[config.mk]
export PLATFORM = sky130hd
export DESIGN_NAME = regfile_access_ctrl_flat
export DESIGN_NICKNAME = d
export VERILOG_FILES = /design/src/rtl/regfile_access_ctrl_pkg.sv /design/src/rtl/regfile_access_ctrl_if.sv /design/src/rtl/regfile_access_ctrl_scoreboard.sv /design/src/rtl/regfile_access_ctrl.sv /design/src/flat_wrapper.sv
export SDC_FILE = /design/constraint.sdc
export NUM_CORES = 1
export LEC_CHECK = 0
export CAP_MARGIN = 30
export CORE_ASPECT_RATIO = 0.7
export CORE_MARGIN = 5
export CORE_UTILIZATION = 46
export DETAILED_ROUTE_END_ITERATION = 6
export PLACE_DENSITY = 0.82
export REMOVE_ABC_BUFFERS = 1
export SYNTH_ARGS = -nofsm -noshare
export SYNTH_HDL_FRONTEND = slang
export SYNTH_SLANG_ARGS = --single-unit
[constraint.sdc]
create_clock -name clk -period 11.35 [get_ports clk]
set_clock_uncertainty 0.2 [all_clocks]
set_input_delay 2.27 -clock clk [delete_from_list [all_inputs] [get_ports clk]]
set_output_delay 2.27 -clock clk [all_outputs]
set_load 0.05 [all_outputs]
[src/rtl/regfile_access_ctrl_pkg.sv]
// Shared types and constants for the register-file access controller.
// Holds the controller FSM encoding, the latched issue request layout
// and a population-count helper used by the busy scoreboard.
package regfile_access_ctrl_pkg;

  localparam int REG_W  = 32;
  localparam int ADDR_W = 5;
  localparam int NREG   = 1 << ADDR_W;
  localparam int CNT_W  = 6;

  typedef enum logic [1:0] {
    ST_IDLE = 2'd0,
    ST_READ = 2'd1,
    ST_HOLD = 2'd2
  } state_e;

  typedef struct packed {
    logic [ADDR_W-1:0] rs1;
    logic [ADDR_W-1:0] rs2;
    logic [ADDR_W-1:0] rd;
    logic              rs1_use;
    logic              rs2_use;
    logic              rd_use;
  } req_t;

  function automatic logic [CNT_W-1:0] popcount(input logic [NREG-1:0] v);
    logic [CNT_W-1:0] c;
    c = '0;
    for (int i = 0; i < NREG; i++) c = c + CNT_W'(v[i]);
    return c;
  endfunction

endpackage

[src/rtl/regfile_access_ctrl_if.sv]
// Issue, operand, writeback and register-file port bundle of the controller.
// master = upstream/environment side, slave = the controller itself.
// Purely wiring: no state, no latency.
interface regfile_access_ctrl_if;
  import regfile_access_ctrl_pkg::*;

  logic              iss_valid;
  logic              iss_ready;
  logic [ADDR_W-1:0] iss_rs1;
  logic [ADDR_W-1:0] iss_rs2;
  logic [ADDR_W-1:0] iss_rd;
  logic              iss_rs1_use;
  logic              iss_rs2_use;
  logic              iss_rd_use;

  logic              op_valid;
  logic              op_ready;
  logic [REG_W-1:0]  op_a;
  logic [REG_W-1:0]  op_b;
  logic [ADDR_W-1:0] op_rd;
  logic              op_rd_use;

  logic              wb_valid;
  logic [ADDR_W-1:0] wb_addr;
  logic [REG_W-1:0]  wb_data;

  logic              rf_rd0_en;
  logic              rf_rd1_en;
  logic [ADDR_W-1:0] rf_rd0_addr;
  logic [ADDR_W-1:0] rf_rd1_addr;
  logic [REG_W-1:0]  rf_rd0_data;
  logic [REG_W-1:0]  rf_rd1_data;

  logic              rf_wr_en;
  logic [ADDR_W-1:0] rf_wr_addr;
  logic [REG_W-1:0]  rf_wr_data;

  logic [CNT_W-1:0]  pending_cnt;
  logic              wb_err;

  modport master (
    output iss_valid, iss_rs1, iss_rs2, iss_rd, iss_rs1_use, iss_rs2_use, iss_rd_use,
    input  iss_ready,
    input  op_valid, op_a, op_b, op_rd, op_rd_use,
    output op_ready,
    output wb_valid, wb_addr, wb_data,
    input  rf_rd0_en, rf_rd1_en, rf_rd0_addr, rf_rd1_addr,
    output rf_rd0_data, rf_rd1_data,
    input  rf_wr_en, rf_wr_addr, rf_wr_data,
    input  pending_cnt, wb_err
  );

  modport slave (
    input  iss_valid, iss_rs1, iss_rs2, iss_rd, iss_rs1_use, iss_rs2_use, iss_rd_use,
    output iss_ready,
    output op_valid, op_a, op_b, op_rd, op_rd_use,
    input  op_ready,
    input  wb_valid, wb_addr, wb_data,
    output rf_rd0_en, rf_rd1_en, rf_rd0_addr, rf_rd1_addr,
    input  rf_rd0_data, rf_rd1_data,
    output rf_wr_en, rf_wr_addr, rf_wr_data,
    output pending_cnt, wb_err
  );

endinterface

[src/rtl/regfile_access_ctrl_scoreboard.sv]
// Busy scoreboard: one bit per architectural register plus a registered count.
// Latency: set/clear visible on busy_o and cnt_o the cycle after the request.
// No backpressure: set and clear are always applied; a same-cycle set beats a clear.
module regfile_scoreboard
  import regfile_access_ctrl_pkg::*;
(
  input  logic              clk,
  input  logic              reset_n,
  input  logic              set_en_i,
  input  logic [ADDR_W-1:0] set_addr_i,
  input  logic              clr_en_i,
  input  logic [ADDR_W-1:0] clr_addr_i,
  output logic [NREG-1:0]   busy_o,
  output logic [CNT_W-1:0]  cnt_o
);

  logic [NREG-1:0]  busy_q, busy_d;
  logic [CNT_W-1:0] cnt_q;

  // Clear first, then set, so an issue claiming the register being retired keeps it busy; x0 is never tracked.
  always_comb begin
    busy_d = busy_q;
    if (clr_en_i) busy_d[clr_addr_i] = 1'b0;
    if (set_en_i) busy_d[set_addr_i] = 1'b1;
    busy_d[0] = 1'b0;
  end

  // Busy vector and its population count move together so the count always matches busy_o.
  always_ff @(posedge clk) begin
    if (!reset_n) begin
      busy_q <= '0;
      cnt_q  <= '0;
    end else begin
      busy_q <= busy_d;
      cnt_q  <= popcount(busy_d);
    end
  end

  assign busy_o = busy_q;
  assign cnt_o  = cnt_q;

endmodule

[src/rtl/regfile_access_ctrl.sv]
// Issue-side register-file access: hazard check, operand read, writeback and busy tracking.
// Latency: accept in N, register-file read in N+1, operands valid from N+2.
// Backpressure: iss_ready low on hazard or while held operands wait on op_ready; writebacks never stall.
module regfile_access_ctrl
  import regfile_access_ctrl_pkg::*;
(
  input  logic                 clk,
  input  logic                 reset_n,
  regfile_access_ctrl_if.slave bus
);

  state_e           state_q, state_d;
  req_t             req_q, req_d;
  logic [REG_W-1:0] op_a_q, op_a_d, op_b_q, op_b_d;
  logic             wb_err_q, wb_err_d;
  logic [NREG-1:0]  busy;
  logic [CNT_W-1:0] cnt;
  logic             hazard, can_issue, accept, set_en;

  // RAW on used nonzero sources or WAW on a used nonzero destination; no writeback forwarding.
  always_comb begin
    hazard = 1'b0;
    if (bus.iss_rs1_use && bus.iss_rs1 != '0 && busy[bus.iss_rs1]) hazard = 1'b1;
    if (bus.iss_rs2_use && bus.iss_rs2 != '0 && busy[bus.iss_rs2]) hazard = 1'b1;
    if (bus.iss_rd_use  && bus.iss_rd  != '0 && busy[bus.iss_rd])  hazard = 1'b1;
  end

  assign can_issue     = (state_q == ST_IDLE) || (state_q == ST_HOLD && bus.op_ready);
  assign bus.iss_ready = reset_n && can_issue && !hazard;
  assign accept        = bus.iss_valid && bus.iss_ready;
  assign set_en        = accept && bus.iss_rd_use && bus.iss_rd != '0;

  // Next state, request latch and operand capture; a new accept overrides the HOLD->IDLE return.
  always_comb begin
    state_d = state_q;
    req_d   = req_q;
    op_a_d  = op_a_q;
    op_b_d  = op_b_q;
    case (state_q)
      ST_IDLE: ;
      ST_READ: begin
        op_a_d  = (req_q.rs1_use && req_q.rs1 != '0) ? bus.rf_rd0_data : '0;
        op_b_d  = (req_q.rs2_use && req_q.rs2 != '0) ? bus.rf_rd1_data : '0;
        state_d = ST_HOLD;
      end
      ST_HOLD: if (bus.op_ready) state_d = ST_IDLE;
      default: state_d = ST_IDLE;
    endcase
    if (accept) begin
      state_d       = ST_READ;
      req_d.rs1     = bus.iss_rs1;
      req_d.rs2     = bus.iss_rs2;
      req_d.rd      = bus.iss_rd;
      req_d.rs1_use = bus.iss_rs1_use;
      req_d.rs2_use = bus.iss_rs2_use;
      req_d.rd_use  = bus.iss_rd_use;
    end
  end

  // Writes to a register nobody is waiting on are flagged and the flag sticks until reset.
  always_comb begin
    wb_err_d = wb_err_q;
    if (bus.wb_valid && bus.wb_addr != '0 && !busy[bus.wb_addr]) wb_err_d = 1'b1;
  end

  // Controller state; reset drops any in-flight request.
  always_ff @(posedge clk) begin
    if (!reset_n) begin
      state_q  <= ST_IDLE;
      req_q    <= '0;
      op_a_q   <= '0;
      op_b_q   <= '0;
      wb_err_q <= 1'b0;
    end else begin
      state_q  <= state_d;
      req_q    <= req_d;
      op_a_q   <= op_a_d;
      op_b_q   <= op_b_d;
      wb_err_q <= wb_err_d;
    end
  end

  regfile_scoreboard u_sb (
    .clk        (clk),
    .reset_n    (reset_n),
    .set_en_i   (set_en),
    .set_addr_i (bus.iss_rd),
    .clr_en_i   (bus.wb_valid && reset_n),
    .clr_addr_i (bus.wb_addr),
    .busy_o     (busy),
    .cnt_o      (cnt)
  );

  // Outputs are forced quiet while reset is held, independent of the registered state.
  assign bus.rf_rd0_en   = reset_n && state_q == ST_READ && req_q.rs1_use;
  assign bus.rf_rd1_en   = reset_n && state_q == ST_READ && req_q.rs2_use;
  assign bus.rf_rd0_addr = req_q.rs1;
  assign bus.rf_rd1_addr = req_q.rs2;
  assign bus.op_valid    = reset_n && state_q == ST_HOLD;
  assign bus.op_a        = reset_n ? op_a_q : '0;
  assign bus.op_b        = reset_n ? op_b_q : '0;
  assign bus.op_rd       = reset_n ? req_q.rd : '0;
  assign bus.op_rd_use   = reset_n && req_q.rd_use;
  assign bus.rf_wr_en    = reset_n && bus.wb_valid && bus.wb_addr != '0;
  assign bus.rf_wr_addr  = bus.wb_addr;
  assign bus.rf_wr_data  = bus.wb_data;
  assign bus.pending_cnt = cnt;
  assign bus.wb_err      = wb_err_q;

endmodule

[src/flat_wrapper.sv]
// flat-port wrapper written by rule: the top's interface ports become plain ports
module regfile_access_ctrl_flat import regfile_access_ctrl_pkg::*;
  (clk, reset_n, bus_iss_valid, bus_iss_rs1, bus_iss_rs2, bus_iss_rd, bus_iss_rs1_use, bus_iss_rs2_use, bus_iss_rd_use, bus_iss_ready, bus_op_valid, bus_op_a, bus_op_b, bus_op_rd, bus_op_rd_use, bus_op_ready, bus_wb_valid, bus_wb_addr, bus_wb_data, bus_rf_rd0_en, bus_rf_rd1_en, bus_rf_rd0_addr, bus_rf_rd1_addr, bus_rf_rd0_data, bus_rf_rd1_data, bus_rf_wr_en, bus_rf_wr_addr, bus_rf_wr_data, bus_pending_cnt, bus_wb_err);
  regfile_access_ctrl_if bus_i ();
  input  logic clk;
  input  logic reset_n;
  input wire logic [$bits(bus_i.iss_valid)-1:0] bus_iss_valid;
  input wire logic [$bits(bus_i.iss_rs1)-1:0] bus_iss_rs1;
  input wire logic [$bits(bus_i.iss_rs2)-1:0] bus_iss_rs2;
  input wire logic [$bits(bus_i.iss_rd)-1:0] bus_iss_rd;
  input wire logic [$bits(bus_i.iss_rs1_use)-1:0] bus_iss_rs1_use;
  input wire logic [$bits(bus_i.iss_rs2_use)-1:0] bus_iss_rs2_use;
  input wire logic [$bits(bus_i.iss_rd_use)-1:0] bus_iss_rd_use;
  output wire logic [$bits(bus_i.iss_ready)-1:0] bus_iss_ready;
  output wire logic [$bits(bus_i.op_valid)-1:0] bus_op_valid;
  output wire logic [$bits(bus_i.op_a)-1:0] bus_op_a;
  output wire logic [$bits(bus_i.op_b)-1:0] bus_op_b;
  output wire logic [$bits(bus_i.op_rd)-1:0] bus_op_rd;
  output wire logic [$bits(bus_i.op_rd_use)-1:0] bus_op_rd_use;
  input wire logic [$bits(bus_i.op_ready)-1:0] bus_op_ready;
  input wire logic [$bits(bus_i.wb_valid)-1:0] bus_wb_valid;
  input wire logic [$bits(bus_i.wb_addr)-1:0] bus_wb_addr;
  input wire logic [$bits(bus_i.wb_data)-1:0] bus_wb_data;
  output wire logic [$bits(bus_i.rf_rd0_en)-1:0] bus_rf_rd0_en;
  output wire logic [$bits(bus_i.rf_rd1_en)-1:0] bus_rf_rd1_en;
  output wire logic [$bits(bus_i.rf_rd0_addr)-1:0] bus_rf_rd0_addr;
  output wire logic [$bits(bus_i.rf_rd1_addr)-1:0] bus_rf_rd1_addr;
  input wire logic [$bits(bus_i.rf_rd0_data)-1:0] bus_rf_rd0_data;
  input wire logic [$bits(bus_i.rf_rd1_data)-1:0] bus_rf_rd1_data;
  output wire logic [$bits(bus_i.rf_wr_en)-1:0] bus_rf_wr_en;
  output wire logic [$bits(bus_i.rf_wr_addr)-1:0] bus_rf_wr_addr;
  output wire logic [$bits(bus_i.rf_wr_data)-1:0] bus_rf_wr_data;
  output wire logic [$bits(bus_i.pending_cnt)-1:0] bus_pending_cnt;
  output wire logic [$bits(bus_i.wb_err)-1:0] bus_wb_err;
  assign bus_i.iss_valid = bus_iss_valid;
  assign bus_i.iss_rs1 = bus_iss_rs1;
  assign bus_i.iss_rs2 = bus_iss_rs2;
  assign bus_i.iss_rd = bus_iss_rd;
  assign bus_i.iss_rs1_use = bus_iss_rs1_use;
  assign bus_i.iss_rs2_use = bus_iss_rs2_use;
  assign bus_i.iss_rd_use = bus_iss_rd_use;
  assign bus_iss_ready = bus_i.iss_ready;
  assign bus_op_valid = bus_i.op_valid;
  assign bus_op_a = bus_i.op_a;
  assign bus_op_b = bus_i.op_b;
  assign bus_op_rd = bus_i.op_rd;
  assign bus_op_rd_use = bus_i.op_rd_use;
  assign bus_i.op_ready = bus_op_ready;
  assign bus_i.wb_valid = bus_wb_valid;
  assign bus_i.wb_addr = bus_wb_addr;
  assign bus_i.wb_data = bus_wb_data;
  assign bus_rf_rd0_en = bus_i.rf_rd0_en;
  assign bus_rf_rd1_en = bus_i.rf_rd1_en;
  assign bus_rf_rd0_addr = bus_i.rf_rd0_addr;
  assign bus_rf_rd1_addr = bus_i.rf_rd1_addr;
  assign bus_i.rf_rd0_data = bus_rf_rd0_data;
  assign bus_i.rf_rd1_data = bus_rf_rd1_data;
  assign bus_rf_wr_en = bus_i.rf_wr_en;
  assign bus_rf_wr_addr = bus_i.rf_wr_addr;
  assign bus_rf_wr_data = bus_i.rf_wr_data;
  assign bus_pending_cnt = bus_i.pending_cnt;
  assign bus_wb_err = bus_i.wb_err;
  regfile_access_ctrl u_core (.clk(clk), .reset_n(reset_n), .bus(bus_i));
endmodule
==> run metrics <==
register area share after synthesis 34.1%; number of synthesized flops with an enable pin 0; Cell Area, Synth 7160 sq um; Min Hold Slack 243 ps; worst slew pin tran 1010 ps; CTS tree done; Setup WS pre-CTS 1180 ps; Arrival @ worst endpoint 9820 ps; fmax 103 MHz; post-cts sizing count 0; Via density 5.89; commonest non-fill, non-tap cells in the layout clkdlybuf4s50_1 (187), dfxtp_1 (122), and2_1 (76); first-pass GRT wire length 36300 um; Die Ht 114 um; drt first pass iters 6; Synth area leader dfxtp_1; # setup viols final 0; critical register-to-register path startpoint u_core.u_sb.busy_o[14]; Reg clk slew, reported paths 60 ps; hold_sp u_core.req_q[2]; GRT overflow 0; Slew Viols, Final 0; dpl hpwl 17700 um; post-CTS setup buffer count 0; Routed WL per cell 22.2 um; crit path max fanout 29; cells on worst reg2reg path 23; VDD IR max 0.0000962 V; final-report hold violation count 0; IO Port Bufs 188; Top cell by count, worst path fa_1; Max-Cap Viols 0; number of diodes 0; Cell Chain, Critical Path clkdlybuf4s50_1 > buf_4 > mux4_2 > a211oi_1 > nand4_1 > a2111oi_4 > buf_4 > nand4_1 > and2_1 > fa_1 > inv_1 > fa_1 > fa_1 > fa_1 > inv_1 > fa_1 > fa_1 > fa_1 > fa_1 > inv_1 > a21o_1 > a21oi_1 > xor2_1 > nor2_1; PwrDens 120 nW/um^2; most common cell after layout, fill and taps aside clkdlybuf4s50_1; total CTS buffers 17; status finished, final reports clean; Post-synth ARST share 0%; Synth-to-Final Area Change 31.0%; number of global-route vias before repair 6171; Worst Path Buf+Inv 6; RSZ-0062 raised after global routing false; critical path's top delay family adder cells; Total GRT Usage 25.4%; ys flop type dfxtp_1; core footprint 15400 sq um; Synth Warn # 0; synthesized area per cell 9.45 sq um; Num Clock Sinks 122; CP Class in -> reg; Startpoint Class input pin; hold-critical path endpoint u_core.req_q[2]; Leak 3.60 nW; vias post-DR 6395; initial antenna violation count 0; #FFs+latches synth 122; Hold/Removal Path Class reg -> reg; WL final 24100 um; Rows 38; largest net degree at the start of global routing 93; Final #Nets 1027; Worst path slowest cell clkdlybuf4s50_1; CP Capture Type flip-flop; DR iter-0 viols 950; Remaining DRCs 0; CTS root buf clkbuf_16; hold buffer count at cts 0; layout cell share with drive strength beyond 1 9.93%; Post-DRT Antenna Nets 0; Initial Utilization 46.5%; Period minus WS final 9730 ps; Synth cell types 55; Req. time, crit path 11440 ps; Final Cycle Share 85.7%; Worst R2R End u_core.u_sb.cnt_o[4]; htree depth 4; Register Area 2440 sq um; largest cells by area after synthesis dfxtp_1 (34%), a22o_1 (7.9%), and2_1 (6.6%); worst-skew pair later-pin latency 410 ps; crit-path max cell delay 720 ps; area occupied by multi-input gates 4000 sq um; Yosys top cell area share 34.1%; max_slew headroom 32.4%; Setup TNS 0 ps; R2R setup slack 3940 ps; PnR worst setup slack 1620 ps; Die W 159 um; Fill cells 1294; gpl congestion 0.990; Max Root-Sink Buffers 2; # IOs 253; Die ar. 18200 sq um; post-synthesis cell count 758; Hold Crit Depth 2
report_power, final:
group          switching (mW)  leakage (nW)  internal [mW]  total, mW
registers             0.00439         0.986          0.437      0.441
clock network           0.205         0.276          0.330      0.535
logic                  0.0891          2.34         0.0623      0.151
worst max-delay path by stage:
stage	startpoint	endpoint	cells after the start	slack, ps
after global placement	bus_iss_rd[0]	u_core.u_sb.cnt_o[4]	24	1290
after detailed placement	bus_iss_rd[0]	u_core.u_sb.cnt_o[4]	24	1180
after floorplan	bus_iss_rd[0]	u_core.u_sb.cnt_o[4]	22	1080
final	bus_iss_rd[0]	u_core.u_sb.cnt_o[4]	24	1620
after global routing	bus_iss_rs2[0]	u_core.u_sb.cnt_o[4]	24	1330
after CTS	bus_iss_rs2[0]	u_core.u_sb.cnt_o[4]	24	1630
tightest hold or removal path, delay by kind of cell (launching register included):
family	cells	cell delay, ps
AO/OA/AOI/OAI	1	50
AND/OR/NAND/NOR	1	50
flip-flops	1	300
state kept, by name, summed over array words and instances, names as in the netlist:
signal,cells
u_core.bus.rf_rd0_addr,5
u_core.bus.rf_rd1_addr,5
u_core.bus.wb_err,1
u_core.op_a_q,32
u_core.op_b_q,32
u_core.req_q,8
u_core.state_q,2
u_core.u_sb.busy_o,31
u_core.u_sb.cnt_o,6
synthesized netlist by cell type (3+ instances only):
master	count
nor3b_1	8
nand3_1	22
o22ai_1	11
buf_4	48
and2_1	76
buf_2	6
o21a_1	12
nor2b_1	3
or2_2	5
o21ai_0	40
o31ai_1	5
nand4_1	19
nor3_1	6
nand3b_1	10
a22o_1	65
mux2_4	5
fa_1	23
mux2_2	5
o32ai_1	5
o21ai_1	5
clkbuf_1	39
mux4_2	21
o31a_1	3
nand2_1	41
dfxtp_1	122
a21oi_1	23
buf_1	7
ha_1	7
nand2b_1	6
inv_1	27
and3_1	4
a31oi_1	3
nor2_1	24
or3_1	6
mux2i_1	17
buf_6	5
metrics by stage:
stage | power [mW] | instance area (sq um) | std cells | utilization [%]
final | 1.13 | 9380 | 1086 | 60.9
after floorplan | 0.513 | 6540 | 653 | -
after detailed placement | 0.600 | 8800 | 1054 | 57.1
after global routing | 1.17 | 9380 | 1086 | 60.9
after global placement | 0.598 | 8750 | 1052 | 56.8
after CTS | 1.13 | 9380 | 1086 | 60.9
cell type report:
class	instances	area share, %
multi-input cells	503	42.6
flip-flops and latches	122	26.0
repair buffers	201	21.3
clock buffers	19	4.72
well taps	200	2.67
clock inverters	13	1.53
inverters	28	1.12
cell families after synthesis:
family / Yosys count / share of synthesized area [%]
adders and majority gates: 30 / 7.65
DFF: 122 / 34.1
and+or+nand+nor: 237 / 18.4
xor gates and xnor gates: 3 / 0.367
AOI/OAI and AO/OA: 185 / 18.5
muxes: 48 / 10.8
buffers and inverters: 133 / 10.1
per-layer routing:
layer  vias up  wire length, um  share of wire [%]  global-route usage, %
met5         -                0                  0                   1.34
met4         0              466                1.9                   7.90
met1      3014            10300                 43                   35.9
met2       412            10100                 42                   35.0
met3        48             3320                 14                   10.8
li1       2921                -                  -                      -
No activity file was read; power rests on OpenSTA's default activity.
